**src/rtl/narrow_pkg.sv**
```systemverilog
// Shared constants and types for the 16-to-8 bit sign narrower.
// Width defaults, FIFO state encoding, mode encoding and 8-bit saturation limits.
package narrow_pkg;

    localparam int DEF_IN_W  = 16;
    localparam int DEF_OUT_W = 8;
    localparam int DEF_CNT_W = 8;

    typedef enum logic [1:0] {
        EMPTY = 2'b00,
        ONE   = 2'b01,
        FULL  = 2'b10
    } fifo_state_e;

    localparam logic MODE_SAT   = 1'b1;
    localparam logic MODE_TRUNC = 1'b0;

    localparam logic [7:0] SAT_POS = 8'h7F;
    localparam logic [7:0] SAT_NEG = 8'h80;

endpackage

```
**src/rtl/narrow_fifo2.sv**
```systemverilog
// Two-entry FIFO with a three-state occupancy machine; slot 0 is always the head.
// A simultaneous push/pop with one entry replaces the head in place.
module narrow_fifo2
    import narrow_pkg::*;
#(
    parameter int W = 9
) (
    input  logic         clk,
    input  logic         rst_n,
    input  logic         push_i,
    input  logic         pop_i,
    input  logic [W-1:0] din_i,
    output logic [W-1:0] dout_o,
    output logic         full_o,
    output logic         empty_o
);

    fifo_state_e  state_q;
    fifo_state_e  state_d;
    logic [W-1:0] mem_q [2];
    logic [W-1:0] mem_d [2];
    logic         push_ok;
    logic         pop_ok;

    assign full_o  = (state_q == FULL);
    assign empty_o = (state_q == EMPTY);
    assign push_ok = push_i && !full_o;
    assign pop_ok  = pop_i && !empty_o;
    assign dout_o  = mem_q[0];

    always_ff @(posedge clk or negedge rst_n) begin
        if (!rst_n) begin
            state_q <= EMPTY;
        end else begin
            state_q <= state_d;
        end
    end

    always_comb begin
        state_d  = state_q;
        mem_d[0] = mem_q[0];
        mem_d[1] = mem_q[1];
        case (state_q)
            EMPTY: begin
                if (push_ok) begin
                    state_d  = ONE;
                    mem_d[0] = din_i;
                end
            end
            ONE: begin
                if (push_ok && pop_ok) begin
                    mem_d[0] = din_i;
                end else if (push_ok) begin
                    state_d  = FULL;
                    mem_d[1] = din_i;
                end else if (pop_ok) begin
                    state_d = EMPTY;
                end
            end
            FULL: begin
                // Push is blocked here, so only a pop can move the tail forward.
                if (pop_ok) begin
                    state_d  = ONE;
                    mem_d[0] = mem_q[1];
                end
            end
            default: begin
                state_d = EMPTY;
            end
        endcase
    end

    for (genvar gi = 0; gi < 2; gi++) begin : g_slot
        always_ff @(posedge clk or negedge rst_n) begin
            if (!rst_n) begin
                mem_q[gi] <= '0;
            end else begin
                mem_q[gi] <= mem_d[gi];
            end
        end
    end

endmodule

```
**src/rtl/sign_narrower_16in_8out.sv**
```systemverilog
// Narrows two's-complement words to bytes (saturate or truncate), flags and counts
// non-representable inputs, and buffers results in a two-entry output FIFO.
module sign_narrower_16in_8out
    import narrow_pkg::*;
#(
    parameter int IN_W  = DEF_IN_W,
    parameter int OUT_W = DEF_OUT_W,
    parameter int CNT_W = DEF_CNT_W
) (
    input  logic             clk,
    input  logic             rst_n,
    input  logic             in_valid,
    output logic             in_ready,
    input  logic [IN_W-1:0]  in_data,
    input  logic             in_sat,
    output logic             out_valid,
    input  logic             out_ready,
    output logic [OUT_W-1:0] out_data,
    output logic             out_ovf,
    output logic             ovf_sticky,
    output logic [CNT_W-1:0] ovf_count,
    input  logic             clr_stats
);

    localparam int HI_W = IN_W - OUT_W + 1;
    localparam logic [OUT_W-1:0] SAT_POS_W = {1'b0, {(OUT_W-1){1'b1}}};
    localparam logic [OUT_W-1:0] SAT_NEG_W = {1'b1, {(OUT_W-1){1'b0}}};

    logic [HI_W-1:0]  upper;
    logic             ovf;
    logic [OUT_W-1:0] byte_n;
    logic             push;
    logic             pop;
    logic             fifo_full;
    logic             fifo_empty;
    logic [OUT_W:0]   fifo_dout;

    logic             sticky_q;
    logic             sticky_d;
    logic [CNT_W-1:0] count_q;
    logic [CNT_W-1:0] count_d;

    // Representable exactly when the sign bit of the byte matches every discarded bit.
    assign upper = in_data[IN_W-1:OUT_W-1];
    assign ovf   = !((&upper) || !(|upper));

    always_comb begin
        byte_n = in_data[OUT_W-1:0];
        if (ovf && (in_sat == MODE_SAT)) begin
            byte_n = in_data[IN_W-1] ? SAT_NEG_W : SAT_POS_W;
        end
    end

    assign in_ready  = !fifo_full;
    assign out_valid = !fifo_empty;
    assign push      = in_valid && in_ready;
    assign pop       = out_valid && out_ready;

    narrow_fifo2 #(
        .W (OUT_W + 1)
    ) u_fifo (
        .clk     (clk),
        .rst_n   (rst_n),
        .push_i  (push),
        .pop_i   (pop),
        .din_i   ({byte_n, ovf}),
        .dout_o  (fifo_dout),
        .full_o  (fifo_full),
        .empty_o (fifo_empty)
    );

    assign out_data = fifo_dout[OUT_W:1];
    assign out_ovf  = fifo_dout[0];

    // A clear wins over a same-cycle overflow; that overflow is dropped.
    always_comb begin
        sticky_d = sticky_q;
        count_d  = count_q;
        if (clr_stats) begin
            sticky_d = 1'b0;
            count_d  = '0;
        end else if (push && ovf) begin
            sticky_d = 1'b1;
            if (count_q != '1) begin
                count_d = count_q + CNT_W'(1);
            end
        end
    end

    always_ff @(posedge clk or negedge rst_n) begin
        if (!rst_n) begin
            sticky_q <= 1'b0;
            count_q  <= '0;
        end else begin
            sticky_q <= sticky_d;
            count_q  <= count_d;
        end
    end

    assign ovf_sticky = sticky_q;
    assign ovf_count  = count_q;

endmodule

```
**config.mk**
```make
export PLATFORM = sky130hd
export DESIGN_NAME = sign_narrower_16in_8out
export DESIGN_NICKNAME = d
export VERILOG_FILES = /design/src/rtl/narrow_pkg.sv /design/src/rtl/narrow_fifo2.sv /design/src/rtl/sign_narrower_16in_8out.sv
export SDC_FILE = /design/constraint.sdc
export NUM_CORES = 1
export LEC_CHECK = 0
export CORE_MARGIN = 2
export CORE_UTILIZATION = 47
export CTS_BUF_LIST = sky130_fd_sc_hd__clkbuf_8 sky130_fd_sc_hd__clkbuf_16
export DETAILED_ROUTE_END_ITERATION = 8
export PLACE_DENSITY_LB_ADDON = 0.3
export SYNTH_ARGS = -nofsm -noshare
export SYNTH_HDL_FRONTEND = slang
export SYNTH_SLANG_ARGS = --single-unit
export TNS_END_PERCENT = 10
```
**constraint.sdc**
```tcl
create_clock -name clk -period 2.2 [get_ports clk]
set_clock_uncertainty 0.05 [all_clocks]
set_input_delay 0.44 -clock clk [delete_from_list [all_inputs] [get_ports clk]]
set_output_delay 0.44 -clock clk [all_outputs]
set_load 0.05 [all_outputs]
```
## After elaboration in Yosys (flattened, before gate mapping)

Cells that the tools add are included.
Widths: inputs -> output; s select.

| operators by class | value |
|---|---|
| add/subtract/negate cells | 1 |
| $mul | 0 |
| div/mod/pow operators | 0 |
| $lt $le $gt $ge | 0 |
| eq/ne operators | 8 |
| shift operators | 0 |
| muxes and demuxes | 17 |
| bitwise operators | 1 |
| reduce and logical (&&, ||, !) cells | 22 |

Operator list:

| cell | count |
|---|---|
| $mux 8 | 5 |
| $mux 9 | 3 |
| $pmux 9 s3 | 1 |
| $mux 2 | 5 |
| $reduce_and 9->1 | 1 |
| $reduce_or 9->1 | 1 |
| $add 8x1->8 const B | 1 |
| $ne 8x8->1 const B | 1 |
| $reduce_and 4->1 | 2 |
| $logic_and 1x1->1 | 7 |
| $ne 2x2->1 const B | 3 |
| $pmux 2 s3 | 1 |
| $logic_not 1->1 | 4 |
| $reduce_bool 2->1 | 2 |
| $ne 3x1->1 const B | 1 |
| $reduce_and 3->1 | 1 |
| $reduce_bool 3->1 | 1 |
| $eq 2x1->1 const B | 1 |
| $eq 2x2->1 const B | 1 |
| $logic_not 2->1 | 1 |
| $mux 1 | 2 |
| $ne 2x1->1 const B | 1 |
| $reduce_and 2->1 | 1 |
| $logic_or 1x1->1 | 1 |
| $not 1->1 | 1 |

| storage, ports and cells | value |
|---|---|
| register bits after elaboration | 29 |
| bits in latches | 0 |
| RAM bits | 0 |
| ROM bits | 0 |
| bits of input ports | 22 |
| output and inout bits | 20 |
| word-level logic and storage cells | 54 |
| memories | 0 |

## Longest topological paths before layout

| depth | value |
|---|---|
| word-level depth | 8 |
| depth in mapped cells | 7 |
| gate-level depth less buffers | 6 |

## Modules after synthesis

Synthesis repeated with hierarchy kept, for this count alone.

| unflattened totals | value |
|---|---|
| cell total of the unflattened synthesis | 144 |
| area, all modules | 1740.4 um^2 |

By module, submodules not included:

| module | times used | cells an instance | area each (um^2) | seq. area each (um^2) |
|---|---|---|---|---|
| narrow_fifo2 | 1 | 71 | 1062.3 | 500.5 |
| sign_narrower_16in_8out | 1 | 73 | 678.2 | 225.2 |

## Least setup slack after synthesis

No wires, ideal clock.

| timing | value |
|---|---|
| path kind | flip-flop to flip-flop |
| start point | register u_fifo.state_q[1] |
| end point | register count_q[2] (netlist: ovf_count[2]) |
| setup time | 0.078 ns |
| arrival time | 1.889 ns |
| data required time | 2.072 ns |
| path slack | 0.183 ns |
| cell stages (with the launch flop) | 8 |
| buffers on the path | 1 |
| period minus slack after synthesis | 2.017 ns |
| cell sequence | dfrtp_1 nor2b_1 inv_1 o2111ai_1 and2_1 buf_6 or3_1 a21oi_1 |

| on the way | value |
|---|---|
| word-level cells in the longest chain between the ends | 6 |

Ends and longest elaborated chain:

| item | RTL line | RTL |
|---|---|---|
| start, declared | narrow_fifo2.sv:18 | `fifo_state_e state_q;` |
| start signal, assigned | narrow_fifo2.sv:35 | `state_q <= state_d;` |
| $eq 2x2->1 | narrow_fifo2.sv:25 | `assign full_o = (state_q == FULL);` |
| $logic_not 1->1 | sign_narrower_16in_8out.sv:54 | `assign in_ready = !fifo_full;` |
| net in_ready | sign_narrower_16in_8out.sv:13 | `output logic in_ready,` |
| $logic_and 1x1->1 | sign_narrower_16in_8out.sv:56 | `assign push = in_valid && in_ready;` |
| $logic_and 1x1->1 | sign_narrower_16in_8out.sv:82 | `end else if (push && ovf) begin` |
| $reduce_bool 2->1 (no source line) | - |  |
| $reduce_and 2->1 (no source line) | - |  |
| end signal, assigned | sign_narrower_16in_8out.sv:96 | `count_q <= count_d;` |
| end, declared | sign_narrower_16in_8out.sv:40 | `logic [CNT_W-1:0] count_q;` |

The timed path passes the listed nets, and every way through them passes these cells.
A chain may end at the register's enable or synchronous reset.

## Worst setup path after layout

| timing | value |
|---|---|
| start point | input port in_data[7] |
| end point | register count_q[2] (netlist: ovf_count[2]) |

| on the way | value |
|---|---|
| word-level cells in the longest chain between the ends | 7 |
| elaborated cells between the ends (all ways) | 8 |
| those cells by class | 8 x reduce/logical |

Ends and longest elaborated chain:

| item | RTL line | RTL |
|---|---|---|
| start, declared | sign_narrower_16in_8out.sv:14 | `input logic [IN_W-1:0] in_data,` |
| $reduce_or 9->1 | sign_narrower_16in_8out.sv:45 | `assign ovf = !((&upper) \|\| !(\|upper));` |
| $logic_not 1->1 | sign_narrower_16in_8out.sv:45 |  |
| $logic_or 1x1->1 (*) | sign_narrower_16in_8out.sv:45 |  |
| $logic_not 1->1 (*) | sign_narrower_16in_8out.sv:45 |  |
| $logic_and 1x1->1 (*) | sign_narrower_16in_8out.sv:82 |  |
| $reduce_bool 2->1 (no source line) (*) | - |  |
| $reduce_and 2->1 (no source line) (*) | - |  |

Mark *: on every way between the ends. The rest lies on a longest branch, timed or not.

==> out/results.ini <==
[detailed_routing]
dr.first_iter.drc_count=35
wl_per_cell_microns=14.3
routed_wl_mm=3.70
via_count=1392
avgViaCountPerCell=5.37
firstDrtPassIters=4
antenna_left=0
route.detailed.drc=0

[logic_synthesis]
synth_simple_gate_area_share_pct=20.7
syn_nets=190
syn_inst=167
synth-xor-area-share_pct=0
synth_edf_count=0
yosysMostFrequentCell=dfrtp_1
synthTopCellsByCount=dfrtp_1 (29), nand2_1 (19), nor2_1 (19), a21oi_1 (16), o21ai_0 (15)
synth_top_area_share_pct=48.0
synth_fa_ha_area_share_pct=0.828
ys_top_cells_by_area=dfrtp_1 (48%), a21oi_1 (5.3%), o21ai_0 (5.0%)
synth-seq-cells=29
muxShareOfSynthArea_pct=2.81
ys.flop_type=dfrtp_1
synth-seq-area-share_pct=48.0
synthesis.area_sq_um=1510
postSynthAreaPerCell_sq_um=9.05
synth_top_area_cell=dfrtp_1
netlist-cell-type-count=36
synth_compound_area_share_pct=20.0
synthArstFlopShare_pct=100
synth_warnings=0
synth_top_family_by_area=simple AND/OR/NAND/NOR gates

[critical_path]
startpoint_type=input pin
critPathRequiredTime_ps=2350
crit_arrival_ps=2270
crit_path_end_kind=register
critPathMaxFanout=10
critPathKind=input pin to register

[global_route]
grt_usage_pct=23.4
grt_max_degree=30
globalRoute.totalOverflow=0
grt_pass1_vias=1362
grt_pass1_wl_mm=6.13
antenna_found_initial=0

[power]
power_leakage_nw=0.886
irDropWorstVdd_mv=0.439
power_w=0.00184
cellInternalPower_w=0.00113
p_per_area_nw_per_um2=891
seq_power_share_pct=40.4
p_sw_share_pct=38.6
clkPwrFrac_pct=22.8
comb_power_share_pct=36.8
p_sw_w=0.000711

[clock_network]
clkTransAtPathRegs_ps=60
numCtsBuffers=5
insertion_delay_ps=280
cts_buffer_depth=2
cts_root_buffer=clkbuf_8
cts_hold_buf=0
cts_tree=yes
cts_max_level=2
clock-sinks=29
cts_setup_buffers=0

[floorplan]
start_util_pct=49.5
rows=20
die_y_microns=60.7
core_sq_um=3050
dieArea_sq_um=3690
die_x_microns=60.7
ioPinCount=42

[sta]
finalCritPeriodShare_pct=96.4
setup_violations=0
fmax_ghz=0.471
finalHoldViolCount=0
fin_ws_ps=78.2
rsz0062_at_grt=no
slew_headroom_pct=61.4
period_minus_slack_ps=2120
slew_viol_final=0
tightest_slew_ps=575

[placement]
io_buffers=41
dp_slack_ps=-227
dp_hpwl_mm=2.60
gp_congestion=0.969

[final_layout]
regArea_sq_um=726
fillers=287
layout-drive-gt1-share_pct=12.1
multi_input_area_sq_um=684
area.growth.synth_to_final_pct=36.8
antenna_cells=0
finalCoreUtilization_pct=67.7
final_nets=237

[status]
status=completed

[flow_run]
cap_violations=0

[hold_path]
hold_class=register to register

-- routing by layer --
layer	vias up	part of all wire (%)	global-route usage (%)	wire [microns]
met1	659	43	27.9	1580
met3	8	5.5	7.46	203
met2	41	49	37.9	1830
met4	0	2.4	11.8	88
met5	-	0	0	0
li1	684	-	-	-
-- placed cells by master (no fill, tap or decap), drive strengths merged, types with 2 or more instances in the layout --
cell	n
buf	13
mux2	2
dfrtp	29
nand3	2
nand2	19
clkbuf	5
clkinv	2
and2	2
inv	7
and3	2
nand4	6
mux2i	2
nor4	2
clkdlybuf4s50	39
nor2b	4
a21oi	16
a2bb2oi	7
nor2	19
or3	3
o21ai	17
-- power groups by stage --
stage | registers, W | clock network [W] | logic, W
2_1_floorplan | 0.000763 | 0 | 0.000484
3_3_place_gp | 0.000740 | 0 | 0.000661
3_5_place_dp | 0.000751 | 0 | 0.000678
4_1_cts | 0.000742 | 0.000431 | 0.000679
5_1_grt | 0.000760 | 0.000452 | 0.000729
6_report | 0.000743 | 0.000420 | 0.000678
-- critical path, stage by stage --
cell             delay [ps]
clkdlybuf4s50_1         480
nor4_1                   60
buf_4                   130
a2111o_1                420
and2_2                  240
or3_1                   350
a21oi_1                 150
-- cell type report --
type	count	area share [%]
flip-flops and latches	29	35.1
clock inverters	3	0.666
clock buffers	5	3.33
multi-input cells	119	33.1
inverters	6	1.09
well taps	44	2.66
repair buffers	53	24.0
-- registers in the layout (all words and copies together) (netlist names) --
register,flops
u_fifo.dout_o,9
u_fifo.mem_q,9
u_fifo.state_q,2
ovf_sticky,1
ovf_count,8
-- repair_timing --
action | CTS | global route
endpoints found under the hold margin | 0 | 0
resized for setup | 2 | 3
pin swaps | 0 | 0
setup endpoints to repair | 15 | 6
-- worst paths after layout --
path	from	endpoint	slack (ps)	cells past startpoint
max in group asynchronous	rst_n	ovf_count[3]$_DFFE_PN0P_	1320	2
worst min register to register	u_fifo.mem_q[0]$_DFFE_PN0P_	u_fifo.mem_q[0]$_DFFE_PN0P_	440	2
worst max register to register	u_fifo.state_q[1]$_DFFE_PN0P_	ovf_count[2]$_DFFE_PN0P_	350	6
worst max-delay path	in_data[7]	ovf_count[2]$_DFFE_PN0P_	80	7
worst min-delay path	u_fifo.mem_q[0]$_DFFE_PN0P_	u_fifo.mem_q[0]$_DFFE_PN0P_	440	2
min in group asynchronous	rst_n	u_fifo.dout_o[1]$_DFFE_PN0P_	500	2
-- kinds of logic (layout without fill, tap and decap cells) --
family / count (synthesis) / count (layout)
AO/OA/AOI/OAI: 49 / 49
multiplexers: 4 / 4
flip-flops: 29 / 29
adder cells (fa/ha/maj): 1 / 1
buffers and inverters: 19 / 67
AND/OR/NAND/NOR: 65 / 65
-- through the flow --
step | cells | instance area, sq um | setup TNS [ps] | hold slack [ps]
2_1_floorplan | 167 | 1510 | 0 | 94.4
3_3_place_gp | 251 | 1970 | -677 | 411
6_report | 259 | 2070 | 0 | 438
4_1_cts | 259 | 2050 | 0 | 441
3_5_place_dp | 251 | 1970 | -1470 | 426
5_1_grt | 259 | 2070 | 0 | 480
No activity file was read; power rests on OpenSTA's default activity.
==> patch, RTL diff (same settings) <==
Make the reset (`rst_n`) synchronous in 3 clocked blocks.
--- a/src/rtl/narrow_fifo2.sv
+++ b/src/rtl/narrow_fifo2.sv
@@ -28,7 +28,7 @@
     assign pop_ok  = pop_i && !empty_o;
     assign dout_o  = mem_q[0];
 
-    always_ff @(posedge clk or negedge rst_n) begin
+    always_ff @(posedge clk) begin
         if (!rst_n) begin
             state_q <= EMPTY;
         end else begin
@@ -71,7 +71,7 @@
     end
 
     for (genvar gi = 0; gi < 2; gi++) begin : g_slot
-        always_ff @(posedge clk or negedge rst_n) begin
+        always_ff @(posedge clk) begin
             if (!rst_n) begin
                 mem_q[gi] <= '0;
             end else begin
--- a/src/rtl/sign_narrower_16in_8out.sv
+++ b/src/rtl/sign_narrower_16in_8out.sv
@@ -87,7 +87,7 @@
         end
     end
 
-    always_ff @(posedge clk or negedge rst_n) begin
+    always_ff @(posedge clk) begin
         if (!rst_n) begin
             sticky_q <= 1'b0;
             count_q  <= '0;
Behaviour: differs if rst_n is asserted again (counterexample within 4 cycles, from zero or initial values and one cycle with rst_n low); with rst_n held inactive, the same outputs for 10 cycles.
==> patch against the original RTL <==
Critical path depth down 5; hold slack lost 37 ps; utilization is 1.5 points higher; area after synthesis decreased by 3.1%; worst setup slack got worse by 1.3 ps; global-route usage down 1.6 points; cell count rose by 2.7%; sequential cell count unchanged; final area is 0.61% higher; wire length is 3.3% lower.
Power is not compared: it rests on default switching activity, and its combinational part moved more than twofold at a synthesized area within 25%.
==> patch: results (changes against the original RTL) <==
outcome:
  status: "finished clean"  # unchanged
setup_path:
  arrival_ps: 1630  # was 2270 ps
  r2r-end: "u_fifo.mem_q[0][5]"  # was ovf_count[2]
  rrSetupSlack_ps: 360
  path_delay_family: "buffers and inverters"  # was simple AND/OR/NAND/NOR gates
  rr_startpoint: "u_fifo.state_q[1]"  # unchanged
  slowest_stage: "clkdlybuf4s50_1"  # unchanged
  critPathMaxFanout: 7  # was 10
  critical-path-max-stage-delay_ps: 700  # was 480 ps
route:
  firstDrtPassIters: 4  # unchanged
  first_iter_violations: 80  # was 35
  met2_length_um: 1780  # was 1830 µm
  highest_layer: "met4"  # unchanged
  wl_met3_um: 163  # was 203 µm
  wl_per_cell_um: 13.5  # was 14.3 µm
  vias: 1473  # was 1392
  wl_met1_um: 1590  # was 1580 µm
place:
  place_inst: 258  # was 251
  pre_cts_slack_ps: -116  # was -227 ps
  port_buffers: 41  # unchanged
  routabilityCongestion: 0.886  # was 0.969
  place_hpwl_um: 2670  # was 2600 µm
synth:
  ys_types: 41  # was 36
  ys_warn_count: 0  # unchanged
  synth_commonest_cells: "29 x dfxtp_1, 25 x nand2_1, 15 x nor2_1, 11 x a21oi_1"  # was 29 x dfrtp_1, 19 x nand2_1, 19 x nor2_1, 16 x a21oi_1, 15 x o21ai_0
  synth_seq_area_share: 0.396  # was 0.480
  syn_inst: 178  # was 167
  synthTopCellsByArea: "dfxtp_1 40%, nand2_1 6.4%, nor2b_1 4.3%"  # was dfrtp_1 48%, a21oi_1 5.3%, o21ai_0 5.0%
  syn-num-nets: 201  # was 190
  ys_async_sr_fraction: 0  # was 1.00
clocking:
  cts.path.max_buffers: 2  # unchanged
  cts_resized: 0  # was 2
  postCtsSetupRepairBufs: 0  # unchanged
  htree_levels: 2  # unchanged
  root_buffer: "clkbuf_8"  # unchanged
  cts_buffers: 5  # unchanged
timing:
  holdWs_ps: 401  # was 438 ps
  maxSlewHeadroom: 0.583  # was 0.614
  fmax_mhz: 471  # about the same
finish:
  largest_reg_flops: 18
  n_antenna_cell: 0  # unchanged
  final_cells: 266  # was 259
  fillers: 251  # was 287
  drive_gt1_frac: 0.124  # was 0.121
  regMostFlops: "u_fifo.mem_q"
worst_hold_path:
  timing.hold.worst_path_depth: 1  # was 2
  holdPathEnd: "u_fifo.mem_q[0][1]"  # was u_fifo.mem_q[0]
  hp-start: "u_fifo.mem_q[0][1]"  # was u_fifo.mem_q[0]
global_route:
  grt_max_degree: 16  # was 30
  antenna_found_initial: 0  # unchanged
  grt_pass1_wl_um: 5830  # was 6130 µm
  first_global_vias: 1351  # was 1362
  grt_usage: 0.218  # was 0.234
power:
  ir_drop_v: 0.000413
[patch: kinds of logic (layout without fill, tap and decap cells)]
family | count (synthesis) | in the layout | synth area share
muxes | 1 | 1 | 0.00683
buffers and inverters | 10 | 65 | 0.0495
adders and majority gates | 1 | 1 | 0.00854
DFF | 29 | 29 | 0.396
and+or+nand+nor | 89 | 89 | 0.319
AOI/OAI and AO/OA | 48 | 48 | 0.219
[patch: metal layers]
| layer | vias to the layer above | track usage |
|---|---|---|
| li1 | 747 | - |
| met2 | 41 | 0.363 |
| met1 | 679 | 0.256 |
| met3 | 6 | 0.0779 |
| met5 | - | 0 |
| met4 | 0 | 0.0794 |
[patch: report_power, final]
| group | leakage [nW] | internal, mW | switching (mW) |
|---|---|---|---|
| logic | 0.514 | 0.117 | 0.149 |
| registers | 0.237 | 0.551 | 0.0154 |
| clock network | 0.0626 | 0.364 | 0.205 |
| total | 0.813 | 1.03 | 0.369 |
[patch: metrics by stage]
stage | cell area, µm² | TNS, ps
2_1_floorplan | 1470 | 0
3_3_place_gp | 1960 | -204
3_5_place_dp | 1960 | -1420
4_1_cts | 2080 | 0
5_1_grt | 2080 | 0
6_report | 2080 | 0
[patch: cell type report]
type	instances	area, µm²	area share
clock buffer	6	82.6	0.0397
clock inverter	2	33.8	0.0162
inverter	3	23.8	0.0114
multi-input combinational	139	812	0.390
sequential	29	581	0.279
tap	33	41.3	0.0199
timing repair buffer	54	505	0.243
[patch: worst max path at each step]
stage | startpoint | endpoint | depth (start not counted)
after floorplan | ovf_count[0] | ovf_count[2] | 5
after global placement | in_data[7] | ovf_count[7] | 7
after detailed placement | in_data[7] | ovf_count[7] | 7
after CTS | u_fifo.state_q[1] | out_valid | 2
after global routing | u_fifo.state_q[0] | out_valid | 2
final | u_fifo.state_q[1] | out_valid | 2
